<file path="src/rtl/sp_ram_req_ctrl.sv">
// sp_ram_req_ctrl
//   Request-side controller in front of a single-port RAM. It turns valid/ready
//   read/write requests into legal RAM pin sequences and returns read data on a
//   backpressured response channel through a 2-entry first-word-fall-through FIFO.
//
// Ports
//   clk, rst           : clock, synchronous active-high reset
//   req_valid/ready    : request handshake; req_we selects write (1) or read (0)
//   req_addr/req_wdata : request address and write data
//   rsp_valid/ready    : response handshake; rsp_data is the read data
//   mem_cs/we/oe       : RAM control pins
//   mem_address        : RAM address
//   mem_data_out       : write data toward RAM, mem_data_drive enables the bus driver
//   mem_data_in        : read data from RAM
//   wr_count/rd_count  : (SP_RAM_REQ_WR_COUNT_EN only) accepted write/read counters
//
// Optional build macro: SP_RAM_REQ_WR_COUNT_EN adds the wr_count/rd_count outputs.
module sp_ram_req_ctrl #(
  parameter int DATA_WIDTH    = 8,
  parameter int ADDRESS_WIDTH = 30,
  parameter int RD_LAT        = 1
) (
  input  logic                     clk,
  input  logic                     rst,
  input  logic                     req_valid,
  output logic                     req_ready,
  input  logic                     req_we,
  input  logic [ADDRESS_WIDTH-1:0] req_addr,
  input  logic [DATA_WIDTH-1:0]    req_wdata,
  output logic                     rsp_valid,
  input  logic                     rsp_ready,
  output logic [DATA_WIDTH-1:0]    rsp_data,
  output logic                     mem_cs,
  output logic                     mem_we,
  output logic                     mem_oe,
  output logic [ADDRESS_WIDTH-1:0] mem_address,
  output logic [DATA_WIDTH-1:0]    mem_data_out,
  output logic                     mem_data_drive,
  input  logic [DATA_WIDTH-1:0]    mem_data_in
`ifdef SP_RAM_REQ_WR_COUNT_EN
  ,
  output logic [31:0]              wr_count,
  output logic [31:0]              rd_count
`endif
);

  typedef enum logic [1:0] {IDLE, WRITE, READ, TURN} state_t;

  localparam logic [2:0] RD_LAT_L = 3'(RD_LAT);

  state_t                  state, state_nxt;
  logic [2:0]              rd_cnt;
  logic                    accept, read_last, inflight;
  // Read data is captured on the last READ cycle and enters the FIFO one edge
  // later, which gives the RD_LAT+2 acceptance-to-rsp_valid latency.
  logic                    cap_vld;
  logic [DATA_WIDTH-1:0]   cap_data;
  logic [DATA_WIDTH-1:0]   fifo_mem [2];
  logic                    wr_ptr, rd_ptr;
  logic [1:0]              count;
  logic                    push, pop;

  // A read counts against FIFO space from acceptance until its push lands.
  assign inflight  = (state == READ) || cap_vld;
  assign req_ready = !rst && (state == IDLE) &&
                     (({1'b0, count} + {2'b00, inflight}) < 3'd2);
  assign accept    = req_valid && req_ready;
  assign read_last = (state == READ) && (rd_cnt == 3'd0);

  always_comb begin
    state_nxt      = state;
    mem_cs         = 1'b0;
    mem_we         = 1'b0;
    mem_oe         = 1'b0;
    mem_data_drive = 1'b0;
    case (state)
      IDLE:  if (accept) state_nxt = req_we ? WRITE : READ;
      WRITE: begin
        mem_cs         = 1'b1;
        mem_we         = 1'b1;
        mem_data_drive = 1'b1;
        state_nxt      = IDLE;
      end
      READ: begin
        mem_cs = 1'b1;
        mem_oe = 1'b1;
        if (rd_cnt == 3'd0) state_nxt = TURN;
      end
      TURN:    state_nxt = IDLE;
      default: state_nxt = IDLE;
    endcase
  end

  always_ff @(posedge clk) begin
    if (rst) begin
      state        <= IDLE;
      rd_cnt       <= 3'd0;
      mem_address  <= '0;
      mem_data_out <= '0;
      cap_vld      <= 1'b0;
      cap_data     <= '0;
    end else begin
      state   <= state_nxt;
      cap_vld <= read_last;
      if (read_last) cap_data <= mem_data_in;
      // Address/data registers only move on acceptance, i.e. only in IDLE.
      if (accept) begin
        mem_address <= req_addr;
        if (req_we) mem_data_out <= req_wdata;
        else        rd_cnt       <= RD_LAT_L;
      end else if ((state == READ) && (rd_cnt != 3'd0)) begin
        rd_cnt <= rd_cnt - 3'd1;
      end
    end
  end

  // Response FIFO: push and pop in one cycle leave count unchanged.
  assign push      = cap_vld;
  assign rsp_valid = (count != 2'd0);
  assign pop       = rsp_valid && rsp_ready;
  assign rsp_data  = rsp_valid ? fifo_mem[rd_ptr] : '0;

  always_ff @(posedge clk) begin
    if (rst) begin
      count       <= 2'd0;
      wr_ptr      <= 1'b0;
      rd_ptr      <= 1'b0;
      fifo_mem[0] <= '0;
      fifo_mem[1] <= '0;
    end else begin
      if (push) begin
        fifo_mem[wr_ptr] <= cap_data;
        wr_ptr           <= ~wr_ptr;
      end
      if (pop) rd_ptr <= ~rd_ptr;
      case ({push, pop})
        2'b10:   count <= count + 2'd1;
        2'b01:   count <= count - 2'd1;
        default: count <= count;
      endcase
    end
  end

`ifdef SP_RAM_REQ_WR_COUNT_EN
  always_ff @(posedge clk) begin
    if (rst) begin
      wr_count <= '0;
      rd_count <= '0;
    end else if (accept) begin
      if (req_we) wr_count <= wr_count + 32'd1;
      else        rd_count <= rd_count + 32'd1;
    end
  end
`endif

endmodule

</file>
<file path="config.mk">
export PLATFORM = sky130hd
export DESIGN_NAME = sp_ram_req_ctrl
export DESIGN_NICKNAME = d
export VERILOG_FILES = /design/src/rtl/sp_ram_req_ctrl.sv
export SDC_FILE = /design/constraint.sdc
export NUM_CORES = 1
export LEC_CHECK = 0
export ABC_AREA = 1
export CAP_MARGIN = 15
export CORE_AREA = 2 2 84 86
export CTS_CLUSTER_DIAMETER = 50
export DETAILED_ROUTE_END_ITERATION = 10
export DIE_AREA = 0 0 86 88
export GPL_TIMING_DRIVEN = 0
export PLACE_DENSITY = 0.84
export SLEW_MARGIN = 20
export SYNTH_ARGS = -nofsm -noshare
export SYNTH_HDL_FRONTEND = slang
export SYNTH_SLANG_ARGS = --single-unit
</file>
<file path="constraint.sdc">
create_clock -name clk -period 3.7 [get_ports clk]
set_clock_uncertainty 0.1 [all_clocks]
set_input_delay 0.555 -clock clk [delete_from_list [all_inputs] [get_ports clk]]
set_output_delay 0.555 -clock clk [all_outputs]
set_load 0.005 [all_outputs]
</file>
# Word level (Yosys, flattened, before mapping)

Memories as Yosys holds them, arrays and structs flattened. A register that Yosys moved wholly into a read port is not among the register bits.
Cells that the tools add are included.

Output and inout bits: 52
Word-level logic and storage cells: 67
Memory bits (writable): 16
Memories: 1
Bits in read-only memories: 0
Input port bits: 51
Register bits after elaboration: 56
Bits in latches: 0

Memories:

| memory   | words | width | read ports | clocked after Yosys merged registers in | write ports | line | RTL |
|---|---|---|---|---|---|---|---|
| fifo_mem | 2     | 8     | 1          | 1                                       | 2           | 58   | `logic [DATA_WIDTH-1:0] fifo_mem [2];` |

Multiplexer cells: 22
Shift-type cells: 0
Add/subtract/negate cells: 4
Eq/ne operators: 8
Divide/modulo/power cells: 0
Multiply operators: 0
Bitwise gates (word level): 2
$lt $le $gt $ge: 1
Reduce and logical (&&, ||, !) cells: 20

Operators with widths:

| operator                                              | count |
|---|---|
| 2-to-1 mux 8 bit                                      | 2 |
| 2-to-1 mux 1 bit                                      | 12 |
| 2-to-1 mux 3 bit                                      | 3 |
| OR reduction 8 bit                                    | 1 |
| == test 2 bit, second input constant                  | 3 |
| logical AND 1 bit                                     | 6 |
| 2-to-1 mux 2 bit                                      | 3 |
| one-hot mux 2 bit (3 select lines)                    | 1 |
| AND reduction 2 bit                                   | 3 |
| nonzero test 2 bit                                    | 3 |
| == test 2 x 1 -> 1 bit, second input constant         | 2 |
| inequality test 2 bit, second input constant          | 2 |
| one-hot mux 2 bit (2 select lines)                    | 1 |
| OR reduction 2 bit                                    | 2 |
| adder 2 x 1 -> 3 bit                                  | 1 |
| zero test 3 bit                                       | 1 |
| < comparator 3 x 2 -> 1 bit, second input constant    | 1 |
| nonzero test 3 bit                                    | 1 |
| subtractor 3 x 1 -> 3 bit, second input constant      | 1 |
| adder 2 x 1 -> 2 bit, second input constant           | 1 |
| zero test 2 bit                                       | 1 |
| inequality test 2 x 1 -> 1 bit, second input constant | 1 |
| NOT 1 bit                                             | 2 |
| subtractor 2 x 1 -> 2 bit, second input constant      | 1 |
| 2 further kinds                                       | 2 |

# Longest topological paths before layout

Gate-level depths: netlist of the first run.

Depth in word-level cells: 8
Mapped depth: 9
Gate-level depth less buffers: 9

# Worst setup path before layout of the first run

No wires, ideal clock.

Kind: register to output
Start: register state[0]
End: output port req_ready
Cell stages (with the launch flop): 7
Data arrival time: 1.310 ns
Buffers on the path: 2
Required time: 3.045 ns
Path slack: 1.735 ns
Cells stage by stage: dfxtp_1 > inv_1 > ha_1 > o21ai_1 > and2_1 > buf_6 > buf_12

Word-level cells in the longest chain between the ends: 5
Elaborated cells between the ends (all ways): 7
Those cells by class: add/sub (1); order compare (1); eq/ne (1); reduce/logical (4)

RTL lines:

| element                     | line | RTL |
|---|---|---|
| from (decl)                 | 51   | `state_t state, state_nxt;` |
| from (signal assigned)      | 103  | `state <= state_nxt;` |
| == test 2 bit               | 64   | `assign inflight = (state == READ) \|\| cap_vld;` |
| logical OR 1 bit            | 64   |  |
| adder 2 x 1 -> 3 bit        | 66   | `(({1'b0, count} + {2'b00, inflight}) < 3'd2);` |
| < comparator 3 x 2 -> 1 bit | 66   |  |
| logical AND 1 bit (*)       | 65   | `assign req_ready = !rst && (state == IDLE) &&` |
| to (decl)                   | 26   | `output logic req_ready,` |

Mark *: on every way between the ends. The rest lies on a longest branch, timed or not.

# Final worst setup path of the first run

Same ends and word-level chain as after synthesis.

==> results of run 1 <==
## layer usage
metal,share of wire [%],wire [microns],GRT usage (%)
met5,0,0,0
met3,7.8,557,7.54
met2,51,3620,34.7
met1,41,2900,23.0
met4,0.83,59,5.05
## final cells by class
type / instances / area, sq um / share of cell area (%)
timing repair buffer: 100 / 1000 / 21.8
clock inverter: 7 / 101 / 2.21
multi-input combinational: 232 / 1380 / 30.0
clock buffer: 9 / 124 / 2.70
sequential: 73 / 1620 / 35.3
buffer: 21 / 163 / 3.54
tap: 80 / 100 / 2.18
inverter: 26 / 103 / 2.24
## power breakdown
part | switching (uW) | internal [uW]
Sequential | 57.4 | 934
Combinational | 418 | 411
Clock | 313 | 385
## cells by family after synthesis
family	after synthesis
AOI/OAI and AO/OA	77
xor gates and xnor gates	1
adders and majority gates	7
buffers and inverters	47
DFF	73
and+or+nand+nor	147
## final timing paths
kind / to / slack, ns
hold / removal: mem_address[2] / 0.31
setup reg to reg: count[1] / 1.78
hold reg to reg: rd_cnt[0] / 0.37
setup / recovery: req_ready / 0.69
## layout by cell type (no fill, tap or decap), drive strengths merged
| master | instances |
|---|---|
| clkdlybuf4s50 | 100 |
| nand2 | 61 |
| dfxtp | 57 |
| a21oi | 54 |
| nor2 | 42 |
| nand3 | 40 |
| inv | 27 |
| o21ai | 21 |
| edfxtp | 16 |
| clkbuf | 16 |
| buf | 14 |
| ha | 7 |
| clkinv | 2 |
| nand4 | 2 |
| o21a | 2 |
| bufinv | 2 |
| clkinvlp | 2 |
| and2 | 1 |
| nand3b | 1 |
| xor2 | 1 |
## sequential cells by signal, indices dropped and copies added, names as in the netlist, 2 cells and up, named ones only
signal and flops:
mem_address 30, fifo_mem 16, cap_data 8, mem_data_out 8
rd_cnt 3, count 2, state 2
## synth_stat cells, types with 2 or more instances
master / number / share of area [%]
sky130_fd_sc_hd__nand2_1: 60 / 6.9
sky130_fd_sc_hd__dfxtp_1: 57 / 35
sky130_fd_sc_hd__nor2_1: 40 / 4.6
sky130_fd_sc_hd__nand3_2: 30 / 9.2
sky130_fd_sc_hd__a21oi_2: 29 / 7.8
sky130_fd_sc_hd__a21oi_1: 25 / 3.8
sky130_fd_sc_hd__inv_1: 24 / 2.8
sky130_fd_sc_hd__o21ai_0: 19 / 2.9
sky130_fd_sc_hd__edfxtp_1: 16 / 15
sky130_fd_sc_hd__nand3_1: 10 / 1.5
sky130_fd_sc_hd__clkbuf_1: 7 / 0.81
sky130_fd_sc_hd__ha_1: 7 / 2.7
sky130_fd_sc_hd__buf_2: 4 / 0.61
sky130_fd_sc_hd__buf_4: 4 / 0.92
sky130_fd_sc_hd__buf_12: 3 / 1.8
sky130_fd_sc_hd__buf_6: 2 / 0.69
sky130_fd_sc_hd__nand4_1: 2 / 0.38
sky130_fd_sc_hd__o21a_1: 2 / 0.46
sky130_fd_sc_hd__o21ai_1: 2 / 0.31
## per-stage QoR
stage | worst slack, ns | cells
floorplan | 1.74 | 352
global placement | 1.12 | 532
detailed placement | 1.08 | 532
CTS | 0.680 | 548
global route | 0.508 | 548
finish | 0.688 | 548
## worst max-delay path: cells and delay by family, from the launching register on
family,cells,cell delay [ns]
AOI/OAI and AO/OA,1,0.30
and+or+nand+nor,1,0.20
buffers and inverters,4,0.87
adders and majority gates,1,0.28
DFF,1,0.37
==> metrics list, run 1 <==
- Count of state elements after synthesis: 73
* Adder-Cell Fraction of Synth Area: 2.68%
- Die Span Y: a little under 90 microns
- Most instantiated flip-flop cell in the synthesis netlist: sky130_fd_sc_hd__dfxtp_1
- At the end of the flow the core is filled with cells to 69.1%.
* Overall Power: 2520 uW
* Total routing usage reported by global routing: 19.9%
* Starting density of the core: around half
- Setup total negative slack on the finished layout was measured at 0 ns.
* Post-route worst hold slack: 0.313 ns
- Hold repair after CTS inserted 0 buffers.
- Routed len/inst: 13.0 microns
- Ratio of cells with drive above 1 in the final layout: roughly a fifth
* Wire length of the first global-routing pass: 11900 microns
- Dividing the final minimum period by the clock period gives between 80% and 90%.
- After the first detailed-routing iteration, the DRC count stood at approximately 120.
* Sequential area share after synthesis: 49.7%
* Tightest Hold Check Type: in -> reg
- Summed over all cells, the static leakage comes to 0.00164 uW.
- The first TritonRoute pass finished after 4 iterations.
* Launch point of the worst path: state[0]
- Entering global routing, the biggest net connects 15 pins.
- Worst-case reg-to-reg path depth: 9
- Insertion delay to the later sink of the worst-skew pair: 0.35 ns
- Hold path start: rst
- Number of different library cells in the post-synthesis netlist: 28
* Count of unresolved DRC violations after routing: 0
- Mean instance size in the synthesized netlist: 9.27 sq um
- The startpoint identified for the worst register-to-register timing path is count[0].
* Antenna cell count: 0
- Number of max-cap violations: 0
* Remaining antenna violation count after routing: 0
* Setup repair after global routing missed its margin: no
- Count of fill cells added during filler insertion: 519
- Once the clock tree was built, the setup fixing pass inserted 0 buffers.
- Along the worst hold path, the cell count comes to 2.
- In this run the core area contains 30 standard-cell rows.
- In this run, synthesis inferred 16 flip-flops with an integrated enable.
* Number of clock sinks seen by CTS: 73
- The run finished with clean final reports.
* Main combinational cell family by area after synthesis: simple AND/OR/NAND/NOR gates
* Worst endpoint data arrival time: 2.36 ns
- STA classifies the critical path startpoint as a flip-flop.
- IR analysis of the VDD net gives a maximum drop of about 0.41 mV.
* Combined area of all synthesized cells: roughly 3300 sq um
- # port buffers: 100
* Mapped Nets: just over 400
- The congestion estimate from routability-driven global placement came to 0.790.
* Endpoints failing setup: 0
* Total Die Area: 7570 sq um
- At the pin with the least slew margin, the transition time is 0.705 ns.
- The floorplan step defined a core boundary enclosing between 6000 and 7000 sq um.
- The floorplan step set the die width to roughly 86 microns.
- Summing all non-filler instances in the final layout gives an area of 4590 sq um.
* Num CTS Buffers: 9
- Number of resized instances in the post-cts repair step: 0
* Sum of net half-perimeters after detailed placement: between 5000 and 6000 microns
* Final min period: 3.01 ns
- During I/O placement, the number of pins put on the boundary was 103.
- Max_slew headroom: 53.0%
* Type of destination of the critical path: output pin
* Growth of design area from synthesis to finish: 40.6%
- Power spread over the standard cell area amounts to 549 nW/um^2.
- Nets: 521
- Biggest fanout along the worst timing path: 10
- The max-slew violation total from the final report is 0.
* Max Freq: about 330 MHz
- Crit path cell chain: inv_1 -> ha_1 -> o21ai_1 -> and2_1 -> buf_6 -> buf_12 -> clkdlybuf4s50_1
- For this design, the slowest cell found on the critical path is sky130_fd_sc_hd__clkdlybuf4s50_1.
- TritonCTS built the clock tree.
- Proportion of synthesized area in mux cells: 0%
- The synthesized netlist devotes between 10% and 20% of its cell area to compound gates.
- Summed over all layers, the global routing overflow is 0.
* Post-synthesis instance total: 352
- After detailed routing, the total wire length is around 7100 microns.
* Deepest level of the CTS H-tree: 3
- Required time of the critical path: 3.04 ns
* Number of vias per cell: between 4 and 5
- The final number of hold-violating endpoints came to 0.
- After Yosys synthesis, XOR and XNOR cells account for 0.268% of the synthesized area.
* Number of global-route vias before repair: 2695
* Antenna violations before repair: 0
- The critical path is of the reg -> out type.
- Routed via count: 2737
- The root buffer cell chosen for the clock tree is sky130_fd_sc_hd__clkbuf_8.
- Buffer depth of the longest clock path: 2
* Post-synth ARST share: 0%
- In this design, the stage delay of the slowest critical-path cell is 0.50 ns.
- Of the total synthesized cell area, the portion taken by AND, OR, NAND and NOR gates is a little under a quarter.
- Summing all placed instances gives a cell area of 4360 sq um.
- Count of synthesis-stage warnings from yosys: 0
* Reg clk slew, reported paths: 0.07 ns
Power figures use the tool's default switching activity.
==> run 2: changes to the inputs <==
--- a/config.mk
+++ b/config.mk
@@ -7,12 +7,12 @@
 export LEC_CHECK = 0
 export ABC_AREA = 1
 export CAP_MARGIN = 15
-export CORE_AREA = 2 2 84 86
+export CORE_AREA = 2 2 88 90
 export CTS_CLUSTER_DIAMETER = 50
 export DETAILED_ROUTE_END_ITERATION = 10
-export DIE_AREA = 0 0 86 88
+export DIE_AREA = 0 0 90 92
 export GPL_TIMING_DRIVEN = 0
-export PLACE_DENSITY = 0.84
+export PLACE_DENSITY = 0.77
 export SLEW_MARGIN = 20
 export SYNTH_ARGS = -nofsm -noshare
 export SYNTH_HDL_FRONTEND = slang
==> constraint.sdc (replaced) <==
create_clock -name clk -period 2.84 [get_ports clk]
set_clock_uncertainty 0.1 [all_clocks]
set_input_delay 0.426 -clock clk [delete_from_list [all_inputs] [get_ports clk]]
set_output_delay 0.426 -clock clk [all_outputs]
set_load 0.005 [all_outputs]
==> run 2 against run 1 <==
  * Final area rose by 1.0%
  * Sequential cell count stayed put
  * Count of clock-buffer cells in the layout up 1
  * Core utilization shrank 6.8 points
  * First-iteration DRC count fell by 34%
  * Sequential share of layout area fell by 0.36 points
  * Critical path depth is the same
  * Clock power is 32% higher
  * Setup slack got worse by 0.58 ns
==> metrics list, run 2 (synthesized netlist as in run 1, its figures left out) <==
* Result of the run: finished clean
- IO Count: 103
- Slew Viols, Final: 0
* Total Die Area: a little over 8000 sq um
* Hold-fix buffers, CTS: 0
- The initial utilization of the core area, before any placement, comes to 43.8%.
- Overall Power: 3310 uW
* CTS tree: done
* Ratio of cells with drive above 1 in the final layout: 20.7%
- For this run, the slowest stage of the critical path takes 0.50 ns.
* Sequential fraction of design power: 39.1%
* Worst-case reg-to-reg path depth: 9
- For this run, design rule violations remaining after detail routing come to 0.
- The routed layout has ~2700 vias.
- After filler insertion, the fill cell instance count of the layout stands at 644.
* Cell count after placement: 554
- Final clock period utilization by the worst path: between 90% and 100%
- Tightest Hold Check Type: in -> reg
- Clock network power share: about 28%
- 1st-iter DRT viols: 80
- Kind of critical path: reg -> out
- STA classifies the critical path endpoint as an output pin.
- Most flop-heavy register: mem_address
- In this run the standard cell core region covers 7450 sq um.
* Number of global-route vias before repair: 2743
- Endpoints failing setup: 0
- Using the TritonRoute via totals, the vias-per-cell ratio works out to around 4.8.
- The floorplan has 32 rows.
- Subtracting the final worst setup slack from the clock period gives 2.73 ns.
* Commonest cells after routing, fill and taps aside: sky130_fd_sc_hd__clkdlybuf4s50_1, sky130_fd_sc_hd__nand2_1, sky130_fd_sc_hd__dfxtp_1
- Cell internal power was estimated by the tool at 2280 uW.
- Antenna cell count: 0
- In the final timing run, aggregate negative setup slack is 0 ns.
- CP bufs+invs: 4
- Cell area after placement: roughly 4400 sq um
* Worst endpoint data arrival time: around 2.2 ns
* Leakage dissipation: 0.00165 uW
- The register with the most flip-flops in the layout has 30 of them.
* Total length of routed wires: around 7500 microns
* Growth of design area from synthesis to finish: 42.1%
- Of all nets on the critical path, the largest fanout is 10.
* Largest registers: mem_address x30, fifo_mem x16
* Antenna violations before repair: 0
- Pwr Density: 713 nW/um^2
* Buffer depth of the longest clock path: 2
- Deepest level of the CTS H-tree: 3
- Slowest cell on the critical path: sky130_fd_sc_hd__clkdlybuf4s50_1
- Num CTS Buffers: 9
* Placer Congestion: 0.831
- Total routing usage reported by global routing: 18.5%
- In this design, the largest share of critical-path delay is due to buffers and inverters.
- The first global-routing pass estimated ~13000 microns of wire.
- Max_slew headroom: 52.8%
- Hold violation total from the final report: 0
- Combinational logic burns 33.1% of the power.
* Leading cell type in the layout, fill and taps excluded: sky130_fd_sc_hd__clkdlybuf4s50_1
* Routed len/inst: 13.1 microns
- In this run the power spent charging and discharging nets is 1030 uW.
- The critical path crosses 7 cells after its start point.
- Net switching is 31.0% of the power.
- After routing the design area is about 4600 sq um.
* Kind of start point of the critical path: flip-flop
- Number of max-cap violations: 0
- Entering global routing, the biggest net connects 14 pins.
- Die boundary width: 90 microns
- Final cell count without fillers: ~570
- Min setup slack post-route: about 0.11 ns
- For this run, the detailed router's first-pass iteration total came to 4.
- For the pin with the worst max-slew slack, the measured transition is ~0.71 ns.
* Insertion delay to the later sink of the worst-skew pair: 0.35 ns
- # port buffers: 100
- After clock tree synthesis, the clock-pin slew on the worst setup and hold paths is 0.08 ns.
* Peak VDD IR: ~0.46 mV
* Required time of the critical path: 2.31 ns
* Die Span Y: 92 microns
- Worst hold path stage count: 2
- Prior to clock tree synthesis, the placed netlist has a worst setup slack of 0.344 ns.
- Timing would allow up to about 370 MHz.
- Clock root buffer master: sky130_fd_sc_hd__clkbuf_8
* Number of clock sinks seen by CTS: 73
* Nets: about 520
- After global routing the overflow that remains totals 0.
* Crit path cell chain: inv_1 -> ha_2 -> o21ai_2 -> and2_1 -> buf_6 -> buf_12 -> clkdlybuf4s50_1
- Sum of net half-perimeters after detailed placement: approximately 5500 microns
- Remaining antenna violation count after routing: 0
## run 2: cell count changes in the layout (fill, tap and decap cells not counted), sizes merged
cell      before  now
clkinv         2    5
clkbuf        16   17
clkinvlp       2    0
buf           14   15
inv           27   25
## run 2: worst paths after layout
check                                     from        endpoint  slack [ns]
worst max-delay path                  state[0]       req_ready        0.11
worst max register to register        count[0]        count[1]        0.95
worst min-delay path                       rst  mem_address[1]        0.18
worst min register to register  mem_address[0]  mem_address[0]        0.37
## run 2: routing by layer
metal	track usage (%)	part of all wire [%]	vias to the layer above
met1	22.6	43	1269
li1	-	-	1383
met5	0	0	-
met4	6.15	1.2	0
met2	31.6	50	80
met3	5.18	6.8	7
## run 2: layout make-up
type	instances	area, sq um	share of cell area (%)
multi-input cells	232	1390	29.9
inverters	26	103	2.21
plain buffers	21	163	3.51
clock buffers	10	138	2.97
well taps	102	128	2.75
clock inverters	6	91.3	1.97
flip-flops and latches	73	1620	35.0
repair buffers	101	1010	21.7
## run 2: metrics by stage
| stage | hold slack, ns | utilization [%] |
|---|---|---|
| after detailed placement | 0.351 | 59.0 |
| after floorplan | 0.332 | - |
| after CTS | 0.175 | 62.1 |
| after global routing | 0.181 | 62.3 |
| final | 0.183 | 62.3 |
| after global placement | 0.344 | 59.0 |
## run 2: repair_timing
item	CTS	global route
gates resized for setup	1	2
setup endpoints to repair	1	1
pin swaps	0	1
buffers inserted	0	1
gates cloned	0	0
hold endpoints to repair	0	0
## run 2: power by group through the flow
| stage | clock network, uW | logic (uW) | registers (uW) |
|---|---|---|---|
| after floorplan | 0 | 647 | 1310 |
| after global placement | 0 | 1060 | 1310 |
| after detailed placement | 0 | 1090 | 1310 |
| after CTS | 934 | 1100 | 1290 |
| after global routing | 978 | 1220 | 1310 |
| final | 918 | 1100 | 1290 |
==> RTL change 1: new RTL, flow settings as in run 2 <==
Change the parameter `DATA_WIDTH` from 8 to 12.
--- a/src/rtl/sp_ram_req_ctrl.sv
+++ b/src/rtl/sp_ram_req_ctrl.sv
@@ -16,7 +16,7 @@
 //
 // Optional build macro: SP_RAM_REQ_WR_COUNT_EN adds the wr_count/rd_count outputs.
 module sp_ram_req_ctrl #(
-  parameter int DATA_WIDTH    = 8,
+  parameter int DATA_WIDTH    = 12,
   parameter int ADDRESS_WIDTH = 30,
   parameter int RD_LAT        = 1
 ) (
Ports: changed (resized mem_data_in, mem_data_out, req_wdata and rsp_data); port bits go from 103 to 119. No check against the original RTL was run, so the function may have changed too.
==> RTL change 1 against run 2 <==
Worst setup slack got worse by 0.0061 ns. Area after synthesis is 19% higher. Power grew 11%. First-iteration DRC count shrank 8.8%. Sequential cell count up 16. Final area is 16% higher. Sequential power is 22% higher. Wire length grew 11%. Critical endpoint unchanged. Largest cell class unchanged.
==> RTL change 1: results (changes against run 2) <==
logic_synthesis:
  ys_seq_area_share_pct: 52.0  # +2.3 points
  synthTopCellsByArea: "dfxtp_1 33%, edfxtp_1 19%, nand3_2 7.7%"
  synth_compound_area_share_pct: 14.9  # -0.39 points
  syn_nets: 485  # +18%
  synth_adder_area_share_pct: 2.25  # -0.43 points
  synthTopCellsByCount: "68 x nand2_1, 65 x dfxtp_1, 57 x nor2_1"
  synth.distinct_cells: 29  # +3.6%
  synth_xor_area_share_pct: 0.225  # -0.043 points
  synth-edff-count: 24  # +8
route:
  drt_first_pass_iters: 4  # unchanged
  drtIter0Drc: 73  # -8.8%
  m1WireLength_mm: 3.61  # +13%
  wire_per_inst_um: 12.8  # -2.9%
  met3_length_um: 510  # +0.59%
  dr_total_vias: 3244  # +18%
  dr_wl_met2_mm: 4.03  # +8.4%
final_layout:
  fill_cells: 604  # -6.2%
  num-multi-input-gates: 272  # +17%
  clk_share_pct: 3.71  # -1.2 points
  antenna_cells: 0  # unchanged
  signal_buffers: 145  # +19%
  multi_input_area_sq_mm: 0.00157  # +14%
  inv_count: 30  # +15%
  bufAreaShareNonClock_pct: 25.1  # -0.16 points
  nClkBuffers: 9  # -1
  final_net_count: 613  # +17%
  largest_registers: "mem_address x30, fifo_mem x24"
  drive_above_1_share_pct: 17.4  # -3.3 points
clock_network:
  clk_pin_slew_ns: 0.09
global_routing:
  met3_usage_pct: 6.08  # +0.90 points
  grt_max_degree: 17  # +3
  use_met1_pct: 23.9  # +1.3 points
  grt_pass1_wl_mm: 13.9  # +10%
  grt_pass1_vias: 3142  # +15%
  met2_usage_pct: 35.2  # +3.6 points
  track_usage_pct: 20.6  # +2.1 points
placed_design:
  io_buffers: 116  # +16%
  dp_slack_ns: 0.277  # -0.0670 ns
  finalWeightedCongestion: 0.792  # -4.8%
  place_hpwl_mm: 6.32  # +16%
run_status:
  outcome: "finished, final reports clean"
pwr:
  vdd.ir_drop.worst_v: 0.000316  # -31%
  p_leak_nw: 1.92  # +16%
sta:
  slew_headroom_pct: 52.4  # -0.41 points
==> RTL change 1: power by group <==
group / total [mW] / internal (mW) / leakage [nW] / switching [mW]
clock: 0.870 / 0.413 / 0.0979 / 0.457
combinational: 1.24 / 0.607 / 1.04 / 0.631
sequential: 1.58 / 1.49 / 0.778 / 0.0880
==> RTL change 1: critical path, stage by stage, from the launching register on <==
cell and delay, ns:
dfxtp_1 0.36, inv_1 0.09, ha_1 0.30, o21ai_4 0.19
and2_4 0.15, buf_6 0.12, buf_12 0.14, clkdlybuf4s50_1 0.50
==> RTL change 1: cell families after synthesis <==
kind of cell | count (synthesis)
flops | 89
buf+inv | 58
fa+ha+maj | 7
compound gates | 93
xor+xnor | 1
simple gates | 171
==> RTL change 1: metrics by stage <==
| stage | cells | hold WS, ns | power, mW | cell area [sq um] |
|---|---|---|---|---|
| final | 654 | 0.177 | 3.69 | 5390 |
| after global routing | 654 | 0.178 | 3.91 | 5390 |
| after CTS | 653 | 0.167 | 3.72 | 5390 |
| after detailed placement | 637 | 0.363 | 2.84 | 5170 |
| after global placement | 637 | 0.335 | 2.81 | 5170 |
| after floorplan | 419 | 0.325 | 2.33 | 3890 |
==> RTL change 1: path summary, 6_finish.rpt <==
kind / start / to / slack, ns / cells past startpoint
worst max-delay path: state[0]$_SDFFE_PP0P_ / req_ready / 0.11 / 7
worst min-delay path: rst / mem_address[9]$_SDFFE_PP0P_ / 0.18 / 2
worst max register to register: state[0]$_SDFFE_PP0P_ / mem_data_out[6]$_SDFFE_PP0P_ / 0.89 / 8
worst min register to register: mem_address[8]$_SDFFE_PP0P_ / mem_address[8]$_SDFFE_PP0P_ / 0.38 / 2
==> RTL change 1: what timing repair did <==
item,CTS,global route
pin swaps,0,1
hold endpoints to repair,0,0
buffers inserted,0,1
setup endpoints to repair,1,1
resized for setup,2,0
==> RTL change 2: new RTL, flow settings as in run 2 <==
Without the edit above. Re-encode `state_t` (4 states) as one-hot, 4 bits wide.
--- a/src/rtl/sp_ram_req_ctrl.sv
+++ b/src/rtl/sp_ram_req_ctrl.sv
@@ -44,7 +44,7 @@
 `endif
 );
 
-  typedef enum logic [1:0] {IDLE, WRITE, READ, TURN} state_t;
+  typedef enum logic [3:0] {IDLE = 4'b0001, WRITE = 4'b0010, READ = 4'b0100, TURN = 4'b1000} state_t;
 
   localparam logic [2:0] RD_LAT_L = 3'(RD_LAT);
 
Check against the original RTL: same outputs for any inputs over 10 cycles, from zero or initial values and one cycle with rst high; not proved beyond that.
==> RTL change 2 against run 2 <==
Die area unchanged. Area after synthesis grew 1.6%. Worst setup slack worse by 0.0083 ns. Final area about the same. Wire length decreased by 2.4%. Sequential cell count increased by 2. Sequential share of layout area rose by 0.88 points. Critical endpoint unchanged. Largest cell class unchanged. Highest routed layer unchanged.
Power is not compared: it rests on default switching activity, and its combinational part moved more than twofold at a synthesized area within 25%.
==> RTL change 2: results (changes against run 2) <==
logic_synthesis:
  yosysWarnings: 0  # unchanged
  synthTopCellsByArea: "dfxtp_1 36%, edfxtp_1 14%, nand3_2 8.8%"
  synth_compound_area_share_pct: 14.7  # -0.62 points
  synth.distinct_cells: 29  # +3.6%
  synth_xor_area_share_pct: 0.528  # +0.26 points
  synth.avg_cell_area_sq_um: 9.61  # +3.7%
  ys_seq_area_share_pct: 50.1  # +0.42 points
  synth_adder_area_share_pct: 1.13  # -1.6 points
  synthTopCellsByCount: "73 x nand2_1, 59 x dfxtp_1, 34 x a21oi_1"
worst_setup_path:
  cpLargestDelayFamily: "buffers and inverters"
  worst-r2r-setup-slack_ns: 0.89  # -0.06 ns
  timing.rr.end: "count[1]$_SDFFE_PP0P_"
  critPathLaunch: "rst"
  critPathSlowestCell: "clkdlybuf4s50_1"
route:
  drt_first_pass_iters: 4  # unchanged
  drtIter0Drc: 72  # -10%
  routed_wl_mm: 7.32  # -2.4%
  wire_per_inst_um: 13.0  # -1.2%
placed_design:
  io_buffers: 101  # +1.0%
  place_hpwl_mm: 5.42  # -0.63%
  dp_cells: 548  # -1.1%
  finalWeightedCongestion: 0.756  # -9.0%
  dp_slack_ns: 0.111  # -0.233 ns
  place_area_sq_mm: 0.00445  # +1.4%
final_layout:
  fill_cells: 661  # +2.6%
  drive_above_1_share_pct: 22.1  # +1.4 points
  final_net_count: 511  # -2.1%
global_routing:
  grt_pass1_wl_mm: 12.4  # -0.99%
  grt_pass1_vias: 2701  # -1.5%
  track_usage_pct: 18.6  # +0.11 points
sta:
  hold_ws_ns: 0.360  # +0.178 ns
  worstMarginPinSlew_ns: 0.669  # -0.0384 ns
  fin_crit_ns: 2.74  # +0.00827 ns
hold_path:
  hp-class: "reg -> reg"
  hold_depth: 1  # -1
  hp-start: "rd_ptr$_SDFFE_PP0N_"
clock_network:
  clock_latency_ns: 0.34
  postCtsResizedCells: 0  # -1
run_status:
  outcome: "finished, final reports clean"
pwr:
  p_leak_nw: 1.64
## RTL change 2: changes by cell type after synthesis, sizes merged, moves of 3 or more
cell   before  now
a21oi      54   63
ha          7    3
nand2      61   76
nand3      40   37
nor2       42   29
o21ai      21   11
## RTL change 2: final cells by class
class	count	share of cell area [%]
buffer	20	4.72
clock buffer	11	3.29
clock inverter	5	0.594
inverter	23	1.86
multi-input combinational	227	29.1
sequential	75	35.9
tap	102	2.75
timing repair buffer	101	21.8
## RTL change 2: where the power goes
group / internal, mW / switching (mW) / leakage [nW] / total, mW
clock: 0.365 / 0.378 / 0.0940 / 0.743
sequential: 1.13 / 0.0216 / 0.644 / 1.15
combinational: 0.209 / 0.168 / 0.899 / 0.377
## RTL change 2: per-layer routing
layer | track usage [%] | vias to the layer above | routed length [um]
li1 | - | 1355 | -
met1 | 21.5 | 1265 | 3070
met2 | 32.0 | 79 | 3610
met3 | 6.98 | 7 | 551
met4 | 6.15 | 0 | 83
met5 | 0 | - | 0
